$ cat config.mk
export PLATFORM = sky130hd
export DESIGN_NAME = cdn_message_bus_mac_ctrl
export DESIGN_NICKNAME = d
export VERILOG_FILES = /design/src/rtl/cdn_message_bus_mac_ctrl.sv
export SDC_FILE = /design/constraint.sdc
export NUM_CORES = 1
export LEC_CHECK = 0
export BUFFER_PORTS_ARGS = -buffer_cell sky130_fd_sc_hd__buf_2
export CORE_ASPECT_RATIO = 0.75
export CORE_MARGIN = 2
export CORE_UTILIZATION = 40
export CTS_BUF_LIST = sky130_fd_sc_hd__clkbuf_2 sky130_fd_sc_hd__clkbuf_4 sky130_fd_sc_hd__clkbuf_8
export DETAILED_ROUTE_END_ITERATION = 8
export GPL_TIMING_DRIVEN = 0
export HOLD_SLACK_MARGIN = 0.02
export PLACE_DENSITY_LB_ADDON = 0.15
export SLEW_MARGIN = 20
export SYNTH_ARGS = -nofsm -noshare
export SYNTH_HDL_FRONTEND = slang
export SYNTH_SLANG_ARGS = --single-unit
$ cat constraint.sdc
create_clock -name pclk -period 2.5 [get_ports pclk]
set_clock_uncertainty 0.1 [all_clocks]
set_input_delay 0.125 -clock pclk [delete_from_list [all_inputs] [get_ports pclk]]
set_output_delay 0.125 -clock pclk [all_outputs]
set_load 0.05 [all_outputs]
$ cat src/rtl/cdn_message_bus_mac_ctrl.sv
// cdn_message_bus_mac_ctrl
// MAC-side PIPE message bus controller. Two local requesters (0: link /
// equalization sequencer, 1: register configuration path) are arbitrated
// round-robin onto the 8-bit m2p message bus. Each command is serialized
// into bus bytes. The p2m bus is decoded for write_ack and read_completion,
// and one response is returned per committed write or read. A missing PHY
// answer produces a timeout error response.
//
// Ports
//   pclk            PIPE clock, all logic on the rising edge
//   reset           asynchronous active-low reset
//   req_valid[i]    requester i has a pending request (held until req_ready)
//   req_cmd[i]      01 write_uncommitted, 10 write_committed, 11 read, 00 illegal
//   req_addr[i]     12-bit PHY register address
//   req_data[i]     write data (ignored for reads)
//   req_ready       one-hot accept pulse in the IDLE cycle of the grant
//   m2p_message_bus registered MAC-to-PHY byte stream
//   p2m_message_bus PHY-to-MAC byte stream
//   rsp_valid       one-cycle response pulse
//   rsp_id          requester the response belongs to
//   rsp_data        read data, 0 for write responses and timeouts
//   rsp_err         timeout flag, qualified by rsp_valid
//   busy            high whenever the controller is not IDLE
//   phy_req_seen    pulse when a PHY-initiated write/read frame starts on p2m
//   proto_err       pulse for an unexpected/unknown p2m frame or illegal req_cmd
module cdn_message_bus_mac_ctrl #(
   parameter int ACK_TIMEOUT = 64
) (
   input  logic             pclk,
   input  logic             reset,
   input  logic [1:0]       req_valid,
   input  logic [1:0][1:0]  req_cmd,
   input  logic [1:0][11:0] req_addr,
   input  logic [1:0][7:0]  req_data,
   output logic [1:0]       req_ready,
   output logic [7:0]       m2p_message_bus,
   input  logic [7:0]       p2m_message_bus,
   output logic             rsp_valid,
   output logic             rsp_id,
   output logic [7:0]       rsp_data,
   output logic             rsp_err,
   output logic             busy,
   output logic             phy_req_seen,
   output logic             proto_err
);

   localparam int CW = $clog2(ACK_TIMEOUT + 1);
   localparam logic [CW-1:0] LAST_WAIT = CW'(ACK_TIMEOUT - 1);

   localparam logic [1:0] CMD_ILLEGAL = 2'b00;
   localparam logic [1:0] CMD_WR_UNC  = 2'b01;
   localparam logic [1:0] CMD_RD      = 2'b11;
   localparam logic [3:0] P2M_RC      = 4'h4;
   localparam logic [3:0] P2M_ACK     = 4'h5;

   typedef enum logic [2:0] {IDLE, TX0, TX1, TX2, WAIT_ACK, WAIT_RC, RESP} state_t;

   state_t         state_q, state_d;
   logic [1:0]     cmd_q, cmd_d;
   logic [11:0]    addr_q, addr_d;
   logic [7:0]     data_q, data_d;
   logic           id_q, id_d;
   logic           lastGrant_q, lastGrant_d;
   logic           lock_q, lock_d;
   logic           lockOwner_q, lockOwner_d;
   logic [CW-1:0]  cnt_q, cnt_d;
   logic [1:0]     rem_q, rem_d;
   logic           rcFrame_q, rcFrame_d;
   logic [7:0]     m2p_q, m2p_d;
   logic           rspValid_q, rspValid_d;
   logic           rspId_q, rspId_d;
   logic [7:0]     rspData_q, rspData_d;
   logic           rspErr_q, rspErr_d;
   logic           phyReq_q, phyReq_d;
   logic           proto_q;
   logic           ackEvt, rcEvt, decProto, reqProto;
   logic [1:0]     elig;
   logic           pick;

   // While locked only the lock owner may be granted. With both eligible the
   // requester that was not granted last wins; a single eligible one wins.
   always_comb begin
      elig = req_valid;
      if (lock_q) begin
         elig = req_valid & (lockOwner_q ? 2'b10 : 2'b01);
      end
      pick = (elig == 2'b11) ? ~lastGrant_q : elig[1];
   end

   // The p2m decoder tracks frame boundaries in every state so that payload
   // bytes of any frame are never mistaken for a new command nibble. A
   // read_completion only counts when its header was accepted in WAIT_RC.
   always_comb begin
      rem_d     = rem_q;
      rcFrame_d = rcFrame_q;
      ackEvt    = 1'b0;
      rcEvt     = 1'b0;
      decProto  = 1'b0;
      phyReq_d  = 1'b0;
      if (rem_q != 2'd0) begin
         rem_d = rem_q - 2'd1;
         if (rem_q == 2'd1) begin
            rcFrame_d = 1'b0;
            rcEvt     = rcFrame_q && (state_q == WAIT_RC);
         end
      end else begin
         case (p2m_message_bus[7:4])
            4'h0: begin
               rem_d = 2'd0;
            end
            4'h1, 4'h2: begin
               rem_d    = 2'd2;
               phyReq_d = 1'b1;
            end
            4'h3: begin
               rem_d    = 2'd1;
               phyReq_d = 1'b1;
            end
            P2M_RC: begin
               rem_d = 2'd1;
               if (state_q == WAIT_RC) begin
                  rcFrame_d = 1'b1;
               end else begin
                  decProto = 1'b1;
               end
            end
            P2M_ACK: begin
               if (state_q == WAIT_ACK) begin
                  ackEvt = 1'b1;
               end else begin
                  decProto = 1'b1;
               end
            end
            default: begin
               decProto = 1'b1;
            end
         endcase
      end
   end

   // Main sequencer: grant in IDLE, serialize the command, then wait for the
   // matching PHY event or the timeout. m2p_d is the byte shown next cycle, so
   // the header is prepared in the grant cycle itself.
   always_comb begin
      state_d     = state_q;
      cmd_d       = cmd_q;
      addr_d      = addr_q;
      data_d      = data_q;
      id_d        = id_q;
      lastGrant_d = lastGrant_q;
      lock_d      = lock_q;
      lockOwner_d = lockOwner_q;
      cnt_d       = cnt_q;
      m2p_d       = 8'h00;
      rspValid_d  = 1'b0;
      rspId_d     = rspId_q;
      rspData_d   = rspData_q;
      rspErr_d    = rspErr_q;
      reqProto    = 1'b0;
      req_ready   = 2'b00;
      unique case (state_q)
         IDLE: begin
            if (elig != 2'b00) begin
               req_ready   = pick ? 2'b10 : 2'b01;
               lastGrant_d = pick;
               if (req_cmd[pick] == CMD_ILLEGAL) begin
                  reqProto = 1'b1;
               end else begin
                  cmd_d   = req_cmd[pick];
                  addr_d  = req_addr[pick];
                  data_d  = req_data[pick];
                  id_d    = pick;
                  m2p_d   = {2'b00, req_cmd[pick], req_addr[pick][11:8]};
                  state_d = TX0;
                  if (req_cmd[pick] == CMD_WR_UNC) begin
                     lock_d      = 1'b1;
                     lockOwner_d = pick;
                  end
               end
            end
         end
         TX0: begin
            m2p_d   = addr_q[7:0];
            state_d = TX1;
         end
         TX1: begin
            if (cmd_q == CMD_RD) begin
               cnt_d   = '0;
               state_d = WAIT_RC;
            end else begin
               m2p_d   = data_q;
               state_d = TX2;
            end
         end
         TX2: begin
            if (cmd_q == CMD_WR_UNC) begin
               state_d = IDLE;
            end else begin
               cnt_d   = '0;
               state_d = WAIT_ACK;
            end
         end
         WAIT_ACK, WAIT_RC: begin
            // A matching event in the last wait cycle beats the timeout.
            if (ackEvt || rcEvt || (cnt_q == LAST_WAIT)) begin
               rspValid_d = 1'b1;
               rspId_d    = id_q;
               rspErr_d   = !(ackEvt || rcEvt);
               rspData_d  = rcEvt ? p2m_message_bus : 8'h00;
               state_d    = RESP;
               if (state_q == WAIT_ACK) begin
                  lock_d = 1'b0;
               end
            end else begin
               cnt_d = cnt_q + 1'b1;
            end
         end
         RESP: begin
            state_d = IDLE;
         end
         default: begin
            state_d = IDLE;
         end
      endcase
   end

   // All state and outputs are registered; reset drops any transaction in
   // flight and makes requester 0 the first one granted.
   always_ff @(posedge pclk or negedge reset) begin
      if (!reset) begin
         state_q     <= IDLE;
         cmd_q       <= 2'b00;
         addr_q      <= 12'h000;
         data_q      <= 8'h00;
         id_q        <= 1'b0;
         lastGrant_q <= 1'b1;
         lock_q      <= 1'b0;
         lockOwner_q <= 1'b0;
         cnt_q       <= '0;
         rem_q       <= 2'd0;
         rcFrame_q   <= 1'b0;
         m2p_q       <= 8'h00;
         rspValid_q  <= 1'b0;
         rspId_q     <= 1'b0;
         rspData_q   <= 8'h00;
         rspErr_q    <= 1'b0;
         phyReq_q    <= 1'b0;
         proto_q     <= 1'b0;
      end else begin
         state_q     <= state_d;
         cmd_q       <= cmd_d;
         addr_q      <= addr_d;
         data_q      <= data_d;
         id_q        <= id_d;
         lastGrant_q <= lastGrant_d;
         lock_q      <= lock_d;
         lockOwner_q <= lockOwner_d;
         cnt_q       <= cnt_d;
         rem_q       <= rem_d;
         rcFrame_q   <= rcFrame_d;
         m2p_q       <= m2p_d;
         rspValid_q  <= rspValid_d;
         rspId_q     <= rspId_d;
         rspData_q   <= rspData_d;
         rspErr_q    <= rspErr_d;
         phyReq_q    <= phyReq_d;
         proto_q     <= decProto | reqProto;
      end
   end

   assign m2p_message_bus = m2p_q;
   assign rsp_valid       = rspValid_q;
   assign rsp_id          = rspId_q;
   assign rsp_data        = rspData_q;
   assign rsp_err         = rspErr_q;
   assign busy            = (state_q != IDLE);
   assign phy_req_seen    = phyReq_q;
   assign proto_err       = proto_q;

endmodule
==> results of run 1 <==
logic make-up (layout without fill, tap and decap cells):
family          count (synthesis)  count (layout)  share of synthesized area, %
simple gates                   77              77                         16.49
compound gates                 68              68                         17.92
flops                          56              56                         51.78
mux                            24              24                         8.961
buf+inv                        19             138                         3.741
xor+xnor                        2               2                        0.6468
fa+ha+maj                       1               1                        0.4618
critical path: cells and delay by family, from the launching register on:
family / cells / cell delay, ps
muxes: 1 / 240
buffers and inverters: 3 / 1110
AOI/OAI and AO/OA: 1 / 60
DFF: 1 / 550
and+or+nand+nor: 2 / 260
area by class of cell:
cell class	count	share of cell area, %
Clock buffer	5	1.895
Clock inverter	3	0.5858
Sequential cell	56	38.63
Buffer	12	2.136
Inverter	7	0.7236
Timing Repair Buffer	111	20.06
Tap cell	81	2.791
Multi-Input combinational cell	172	33.18
Yosys cell counts (2+ instances only):
cell type and number:
nor2_1 34, mux2i_1 22, nand4_1 3, nand2_1 9
a22o_1 11, o311ai_0 3, dfrtp_1 55, nor3b_1 2
o21ai_1 5, a21o_1 2, mux2_2 2, a21oi_1 23
inv_1 6, nand3_1 7, buf_4 2, nor2b_1 3
buf_6 2, buf_2 6, clkbuf_1 2, o31ai_1 5
nand3b_1 3, a21boi_1 2, xnor2_1 2, a22oi_1 5
per-layer routing:
layer | share of wire [%] | GRT usage [%]
met2 | 46 | 27.10
met3 | 6.1 | 3.435
met1 | 47 | 28.15
met5 | 0 | 0
met4 | 0.36 | 4.566
cell usage in the layout, fill, tap and decap left out, types with 2 or more instances in the layout:
master         count
nor2_1            34
dlygate4sd3_1     34
dfrtp_1           55
xnor2_1            2
o311ai_0           3
buf_6              2
nand2_1            9
clkbuf_1           2
a22o_1            11
nor2b_1            3
clkbuf_8           5
mux2i_1           22
o31ai_1            5
a21boi_1           2
a22oi_1            5
nand3b_1           3
buf_4              3
nand3_1            7
nor3b_1            2
nand4_1            3
a21oi_1           23
o21ai_1            5
a21o_1             2
inv_1              6
mux2_2             2
buf_2             81
state kept, by name, summed over array words and instances, names as in the netlist, 2 cells and up:
| register | cells |
|---|---|
| m2p_message_bus | 8 |
| rsp_data | 8 |
| cnt_q | 7 |
| rem_q | 2 |
| state_q | 3 |
| cmd_q | 2 |
| data_q | 8 |
| addr_q | 8 |
worst max path at each step:
stage | startpoint | to | cells past startpoint
3_5_place_dp | state_q[0] | addr_q[0] | 6
6_report | lastGrant_q | data_q[6] | 7
3_3_place_gp | state_q[0] | addr_q[1] | 6
2_1_floorplan | lastGrant_q | req_ready[0] | 5
4_1_cts | lastGrant_q | addr_q[4] | 7
5_1_grt | lastGrant_q | data_q[6] | 7
where the power goes:
group / internal [mW] / leakage, nW / total [mW] / switching (mW)
logic: 0.610 / 1.09 / 1.59 / 0.983
clock network: 0.200 / 0.0445 / 0.507 / 0.307
registers: 1.20 / 0.698 / 1.36 / 0.162
total: 2.01 / 1.84 / 3.46 / 1.45
repair_timing:
action / in CTS / in global routing
setup endpoints to repair: 0 / 1
resized for setup: 0 / 1
endpoints found under the hold margin: 75 / 2
hold buffers: 31 / 3
==> flow_summary_export.csv, run 1 <==
group,metric,value,unit
grt,grt_overflow,0,
power,leakagePower,1.836,nW
worst_setup_path,required,2600,ps
synth,ys_async_sr_fraction,100.0,%
worst_setup_path,crit_type,"reg2reg",
place,dp_hpwl,4564,um
grt,grt_pass1_wl,10770,um
sta,drv_slew,0,
synth,syn_avg_cell_area,10.97,um2
cts,root_buffer,"clkbuf_8",
worst_setup_path,reg2reg_depth,7,
worst_setup_path,path_max_fanout,10,
job,max_cap_violations,0,
sta,finalSetupViolCount,0,
cts,clk_latency,310,ps
cts,clk_pin_slew_worst_paths,100,ps
route,avgViaCountPerCell,5.201,
place,placed_area,3198,um2
synth,synthCells,247,
route,drtPass1Iterations,4,
route,vias,2325,
worst_setup_path,worstSetupEndpointType,"flip-flop",
synth,synthFlopType,"dfrtp_1",
sta,slew_headroom,25.87,%
sta,fin_ws,87.57,ps
route,drt_iter0_markers,138,
grt,grt_use_total,18.40,%
worst_setup_path,slowest_stage,"dlygate4sd3_1",
status,status,"complete, no violations",
worst_setup_path,crit_chain,"nand3b_1 -> nand3_1 -> buf_4 -> buf_2 -> mux2i_1 -> dlygate4sd3_1 -> a21oi_1",
synth,netlist_area,2709,um2
sta,finalCriticalPeriod,2412,ps
sta,finalHoldViolCount,0,
synth,ys_seq_elements,56,
floorplanning,dieHeight,75.27,um
place,port_buffers,77,
route,routed_wirelength,6681,um
route,drtAntennaViolNets,0,
synth,syn-num-nets,304,
synth,yosys.area.top_type_share,50.81,%
final_layout,fin_cells,447,
place,dp_cells,405,
worst_setup_path,r2r_setup_slack,90,ps
synth,ys_seq_area_share,51.78,%
final_layout,num-fill-cells,578,
sta,fin_crit_sh,96.50,%
final_layout,seqCellArea,1403,um2
synth,yosys.area.top_type,"dfrtp_1",
synth,synth_area_leaders,"dfrtp_1 (51%), mux2i_1 (8.1%), nor2_1 (4.7%)",
worst_setup_path,slowest_delay,570,ps
synth,ys_warn_count,0,
worst_setup_path,arrival,2510,ps
power,ir_drop,657.6,uV
cts,clkSinkCount,56,
grt,grt_max_degree,57,
worst_hold_path,whs_path_depth,3,
final_layout,design_area,3631,um2
final_layout,nets,422,
cts,cts_max_path_buffers,2,
route,wl_per_cell,14.95,um
sta,fin_tns_setup,0,ps
place,gp_congestion,0.7467,
cts,cts-htree-levels,2,
sta,rsz0062_at_grt,"no",
final_layout,antennaDiodeCount,0,
final_layout,area_growth,34.04,%
final_layout,multiInputGateArea,1205,um2
sta,whs,13.11,ps
sta,fmax,414.5,MHz
worst_setup_path,reg2reg_to,"data_q[6]",
synth,synthDistinctLibCells,55,
cts,postCtsSetupBuffers,0,
worst_hold_path,hold_class,"in2reg",
power,total_power,3.462,mW
final_layout,layout-drive-gt1-share,30.33,%
floorplanning,dieArea,7453,um2
worst_hold_path,hold_end,"data_q[4]",
worst_setup_path,r2r_start,"lastGrant_q",
cts,cts_buffers,5,
final_layout,postLayoutCoreUtil,56.62,%
floorplanning,start_util,42.24,%
grt,grt_pass1_vias,2132,
worst_hold_path,min_from,"req_data[4]",
sta,worst_pin_slew,1110,ps
floorplanning,core.rowCount,25,
worst_setup_path,critPathLaunchType,"flip-flop",
grt,antenna_found_initial,0,
floorplanning,core,6412,um2
route,route.detailed.drc,0,
synth,synth_edf_count,0,
floorplanning,pin_count,80,
power,power.density,953.5,nW/um2
place,place_ws,332.8,ps
cts,cts_tree,"yes",
floorplanning,chipWidth,99.03,um
(Power assumes the default switching activity.)
==> run 2: changes to the inputs <==
--- a/config.mk
+++ b/config.mk
@@ -6,7 +6,7 @@
 export NUM_CORES = 1
 export LEC_CHECK = 0
 export BUFFER_PORTS_ARGS = -buffer_cell sky130_fd_sc_hd__buf_2
-export CORE_ASPECT_RATIO = 0.75
+export CORE_ASPECT_RATIO = 1.1
 export CORE_MARGIN = 2
 export CORE_UTILIZATION = 40
 export CTS_BUF_LIST = sky130_fd_sc_hd__clkbuf_2 sky130_fd_sc_hd__clkbuf_4 sky130_fd_sc_hd__clkbuf_8
==> constraint.sdc (replaced) <==
create_clock -name pclk -period 2.12 [get_ports pclk]
set_clock_uncertainty 0.1 [all_clocks]
set_input_delay 0.106 -clock pclk [delete_from_list [all_inputs] [get_ports pclk]]
set_output_delay 0.106 -clock pclk [all_outputs]
set_load 0.05 [all_outputs]
==> flow_summary_export.csv, run 2 (synthesis gave the netlist of run 1 again) <==
group,metric,value,unit
status,status,"complete, no violations",
final_layout,num-fill-cells,582,
cts,cts_max_path_buffers,2,
final_layout,layout_common_cells,"buf_2 (78), dfrtp_1 (55), dlygate4sd3_1 (45)",
power,power.density,1091,nW/um2
floorplanning,chipWidth,82.47,um
worst_setup_path,required,2210,ps
sta,finalHoldViolCount,0,
sta,drv_slew,0,
sta,worst_pin_slew,697.3,ps
grt,use_met2,34.41,%
place,dp_cells,406,
floorplanning,start_util,41.32,%
final_layout,design_area,3844,um2
final_layout,layout_commonest_cell,"buf_2",
route,route.detailed.drc,0,
place,gp_congestion,0.8332,
cts,clk_latency,320,ps
cts,clkSinkCount,56,
power,ir_drop,645.2,uV
worst_setup_path,r2r_start,"lastGrant_q",
power,total_power,4.195,mW
worst_setup_path,critPathLaunchType,"flip-flop",
worst_setup_path,startpoint,"lastGrant_q",
cts,cts_buffers,5,
worst_setup_path,crit_chain,"nand3b_1 -> nand3_1 -> buf_6 -> mux2i_1 -> dlygate4sd3_1 -> o21ai_1",
grt,antenna_found_initial,0,
worst_hold_path,min_from,"req_addr[19]",
worst_hold_path,hold_class,"in2reg",
sta,slew_headroom,53.52,%
grt,grt_pass1_vias,2530,
final_layout,layout-drive-gt1-share,31.59,%
final_layout,multiInputGateArea,1236,um2
route,routed_wirelength,7024,um
floorplanning,dieArea,7447,um2
place,dp_hpwl,4404,um
cts,root_buffer,"clkbuf_8",
grt,busiest_layer,"met2",
grt,met1_usage,26.32,%
route,vias,2401,
sta,fmax,484.8,MHz
grt,grt_pass1_wl,11730,um
route,drt_iter0_markers,121,
sta,finalCriticalPeriod,2063,ps
sta,fin_ws,57.15,ps
final_layout,antennaDiodeCount,0,
worst_setup_path,path_max_fanout,8,
cts,clk_pin_slew_worst_paths,110,ps
floorplanning,dieHeight,90.31,um
floorplanning,pin_count,80,
worst_setup_path,worstSetupEndpointType,"flip-flop",
final_layout,area_growth,41.89,%
route,wl_per_cell,15.11,um
final_layout,nets,439,
sta,fin_crit_sh,97.30,%
floorplanning,core,6555,um2
route,drtPass1Iterations,4,
worst_setup_path,slowest_delay,590,ps
cts,cts_tree,"yes",
grt,grt_use_total,20.39,%
power,leakagePower,1.925,nW
route,drtAntennaViolNets,0,
place,placed_area,3204,um2
worst_setup_path,slowest_stage,"dlygate4sd3_1",
sta,finalSetupViolCount,0,
sta,fin_tns_setup,0,ps
worst_setup_path,crit_type,"reg2reg",
grt,use_met3,3.900,%
final_layout,seqCellArea,1403,um2
worst_setup_path,arrival,2160,ps
job,max_cap_violations,0,
place,port_buffers,77,
final_layout,fin_cells,465,
grt,grt_overflow,0,
cts,cts-htree-levels,2,
place,place_ws,-39.74,ps
grt,grt_max_degree,57,
route,avgViaCountPerCell,5.163,
floorplanning,core.rowCount,31,
run 2: cell types whose count changed in the layout (fill, tap and decap cells not counted), moves of 3 or more:
cell	change
dlygate4sd3_1	+11
buf_4	+5
buf_2	-3
buf_6	+3
run 2: path summary, 6_finish.rpt:
path | to | slack (ps) | cells past startpoint
setup / recovery | m2p_message_bus[0] | 60 | 6
hold / removal | addr_q[7] | 30 | 3
setup reg to reg | m2p_message_bus[0] | 60 | 6
hold reg to reg | rsp_id | 400 | 2
max in group asynchronous | rsp_data[1] | 1190 | 2
min in group asynchronous | phy_req_seen | 270 | 2
run 2: final cells by class:
type / instances / share of cell area (%)
buffer: 12 / 2.344
sequential: 56 / 36.49
clock inverter: 3 / 0.7161
inverter: 7 / 0.6836
tap: 82 / 2.669
clock buffer: 5 / 1.790
multi-input combinational: 172 / 32.16
timing repair buffer: 128 / 23.14
run 2: routing by layer:
metal	vias to the layer above	wire length, um
met5	-	0
met4	0	87
met3	7	261
met2	50	3721
met1	1163	2953
li1	1181	-
run 2: power breakdown:
group	switching, mW	internal (mW)	leakage, nW
Sequential	0.204	1.42	0.698
Combinational	1.18	0.777	1.18
Clock	0.375	0.244	0.0463
run 2: per-stage QoR:
step	util (%)	hold WS [ps]
floorplan	-	-289.6
global placement	48.77	230.6
detailed placement	48.88	103.5
CTS	57.59	30.70
global route	58.64	46.36
finish	58.64	30.93
run 2: what timing repair did:
action,in CTS,in global routing
gates resized for setup,3,8
buffers inserted,2,4
setup endpoints to repair,12,26
hold buffers,45,0
cloned,0,0
pin swaps,1,1
hold endpoints to repair,81,0
run 2: worst max-delay path: cells and delay by family, from the launching register on:
| kind | cells | cell delay, ps |
|---|---|---|
| simple gates | 2 | 270 |
| compound gates | 1 | 80 |
| mux | 1 | 190 |
| flops | 1 | 550 |
| buf+inv | 2 | 740 |
==> run 3: changes to the inputs <==
--- a/config.mk
+++ b/config.mk
@@ -13,7 +13,7 @@
 export DETAILED_ROUTE_END_ITERATION = 8
 export GPL_TIMING_DRIVEN = 0
 export HOLD_SLACK_MARGIN = 0.02
-export PLACE_DENSITY_LB_ADDON = 0.15
+export PLACE_DENSITY = 0.67
 export SLEW_MARGIN = 20
 export SYNTH_ARGS = -nofsm -noshare
 export SYNTH_HDL_FRONTEND = slang
==> flow_summary_export.csv, run 3 (synthesis gave the netlist of run 1 again) <==
group,metric,value,unit
floorplanning,pin_count,80,
cts,clk_latency,320,ps
route,routed_wirelength,6914,um
sta,fin_crit_sh,95.42,%
power,swShare,41.54,%
power,leakagePower,1.937,nW
route,drtPass1Iterations,4,
route,vias,2413,
worst_setup_path,required,2230,ps
final_layout,layout_common_cells,"buf_2 (80), dfrtp_1 (55), dlygate4sd3_1 (44)",
worst_setup_path,critPathLaunchType,"flip-flop",
grt,grt_pass1_wl,11170,um
grt,grt_overflow,0,
cts,cts_max_path_buffers,2,
sta,finalHoldViolCount,0,
sta,drv_slew,0,
cts,root_buffer,"clkbuf_8",
sta,slew_headroom,53.39,%
final_layout,layout-drive-gt1-share,32.12,%
route,drtAntennaViolNets,0,
final_layout,area_growth,42.40,%
sta,fin_ws,97.15,ps
job,max_cap_violations,0,
worst_hold_path,hold_class,"in2reg",
power,ir_drop,552.7,uV
worst_setup_path,crit_type,"reg2reg",
power,power.density,1094,nW/um2
place,gp_congestion,0.8090,
grt,use_met2,33.06,%
sta,worst_pin_slew,699.1,ps
grt,use_met3,3.800,%
cts,cts_buffers,5,
final_layout,num-fill-cells,567,
final_layout,fin_cells,468,
power,seq_power_share,38.1,%
floorplanning,core.rowCount,31,
power,p_clk_share,14.6,%
floorplanning,dieHeight,90.31,um
power,p_int,2.467,mW
grt,grt_max_degree,57,
cts,cts_tree,"yes",
grt,busiest_layer,"met2",
final_layout,layout_commonest_cell,"buf_2",
cts,clkSinkCount,56,
worst_setup_path,startpoint,"lastGrant_q",
sta,finalCriticalPeriod,2023,ps
sta,finalSetupViolCount,0,
place,place_ws,72.13,ps
route,drt_iter0_markers,70,
final_layout,nets,442,
floorplanning,chipWidth,82.47,um
place,dp_cells,406,
grt,grt_use_total,19.21,%
worst_setup_path,arrival,2130,ps
floorplanning,start_util,41.32,%
grt,grt_pass1_vias,2437,
grt,met1_usage,23.97,%
worst_setup_path,path_max_fanout,8,
place,port_buffers,77,
route,wl_per_cell,14.77,um
place,dp_hpwl,4432,um
route,avgViaCountPerCell,5.156,
route,route.detailed.drc,0,
worst_setup_path,r2r_start,"lastGrant_q",
power,total_power,4.220,mW
sta,fmax,494.4,MHz
final_layout,antennaDiodeCount,0,
cts,clk_pin_slew_worst_paths,110,ps
floorplanning,dieArea,7447,um2
grt,antenna_found_initial,0,
cts,cts-htree-levels,2,
sta,fin_tns_setup,0,ps
worst_setup_path,worstSetupEndpointType,"flip-flop",
power,p_switching,1.753,mW
power,p_comb_share,47.3,%
status,status,"complete, no violations",
floorplanning,core,6555,um2
worst_hold_path,min_from,"p2m_message_bus[4]",
[run 3: final timing paths]
path	slack (ps)	cells past startpoint	to
setup / recovery	100	6	m2p_message_bus[3]
hold / removal	30	2	rsp_data[4]
setup reg to reg	100	6	m2p_message_bus[3]
hold reg to reg	400	1	rem_q[0]
max in group asynchronous	1180	2	addr_q[5]
min in group asynchronous	280	2	rsp_data[6]
[run 3: power groups by stage]
| stage | clock network [mW] | registers [mW] | logic, mW |
|---|---|---|---|
| 6_report | 0.616 | 1.61 | 2.00 |
| 5_1_grt | 0.678 | 1.65 | 2.16 |
| 4_1_cts | 0.638 | 1.61 | 1.87 |
| 3_5_place_dp | 0 | 1.63 | 1.78 |
| 3_3_place_gp | 0 | 1.62 | 1.74 |
| 2_1_floorplan | 0 | 1.88 | 1.07 |
[run 3: stage by stage]
| step | utilization [%] | cell area, um2 | hold slack, ps |
|---|---|---|---|
| after floorplan | - | 2709 | -289.6 |
| after CTS | 57.00 | 3736 | 21.43 |
| after detailed placement | 48.81 | 3199 | 102.5 |
| after global placement | 48.77 | 3197 | 230.7 |
| after global routing | 58.85 | 3857 | 22.11 |
| final | 58.85 | 3857 | 32.26 |
[run 3: critical path, stage by stage, from the launching register on]
cell,delay [ps]
dfstp_2,550
nand3b_1,130
nand3_1,130
buf_6,160
mux2i_1,200
dlygate4sd3_1,580
o21ai_1,60
[run 3: final cells by class]
type	count	area [um2]	share of cell area [%]
clock buffers	5	68.82	1.784
repair buffers	131	909.6	23.58
plain buffers	12	88.84	2.303
multi-input cells	172	1234	31.98
flip-flops and latches	56	1403	36.36
well taps	82	102.6	2.660
inverters	7	26.28	0.6812
clock inverters	3	25.02	0.6487
[run 3: metal layers]
layer	wire [um]	up-vias	part of all wire (%)
met2	3580	73	52
met3	305	6	4.4
met5	0	-	0
li1	-	1179	-
met1	2962	1155	43
met4	65	0	0.94
[run 3: timing repair]
item,CTS,global route
gates resized for setup,4,5
cloned,0,0
buffers inserted,0,10
pin swaps,0,2
hold endpoints to repair,80,1
endpoints found under the setup margin,2,24
hold buffers,43,1
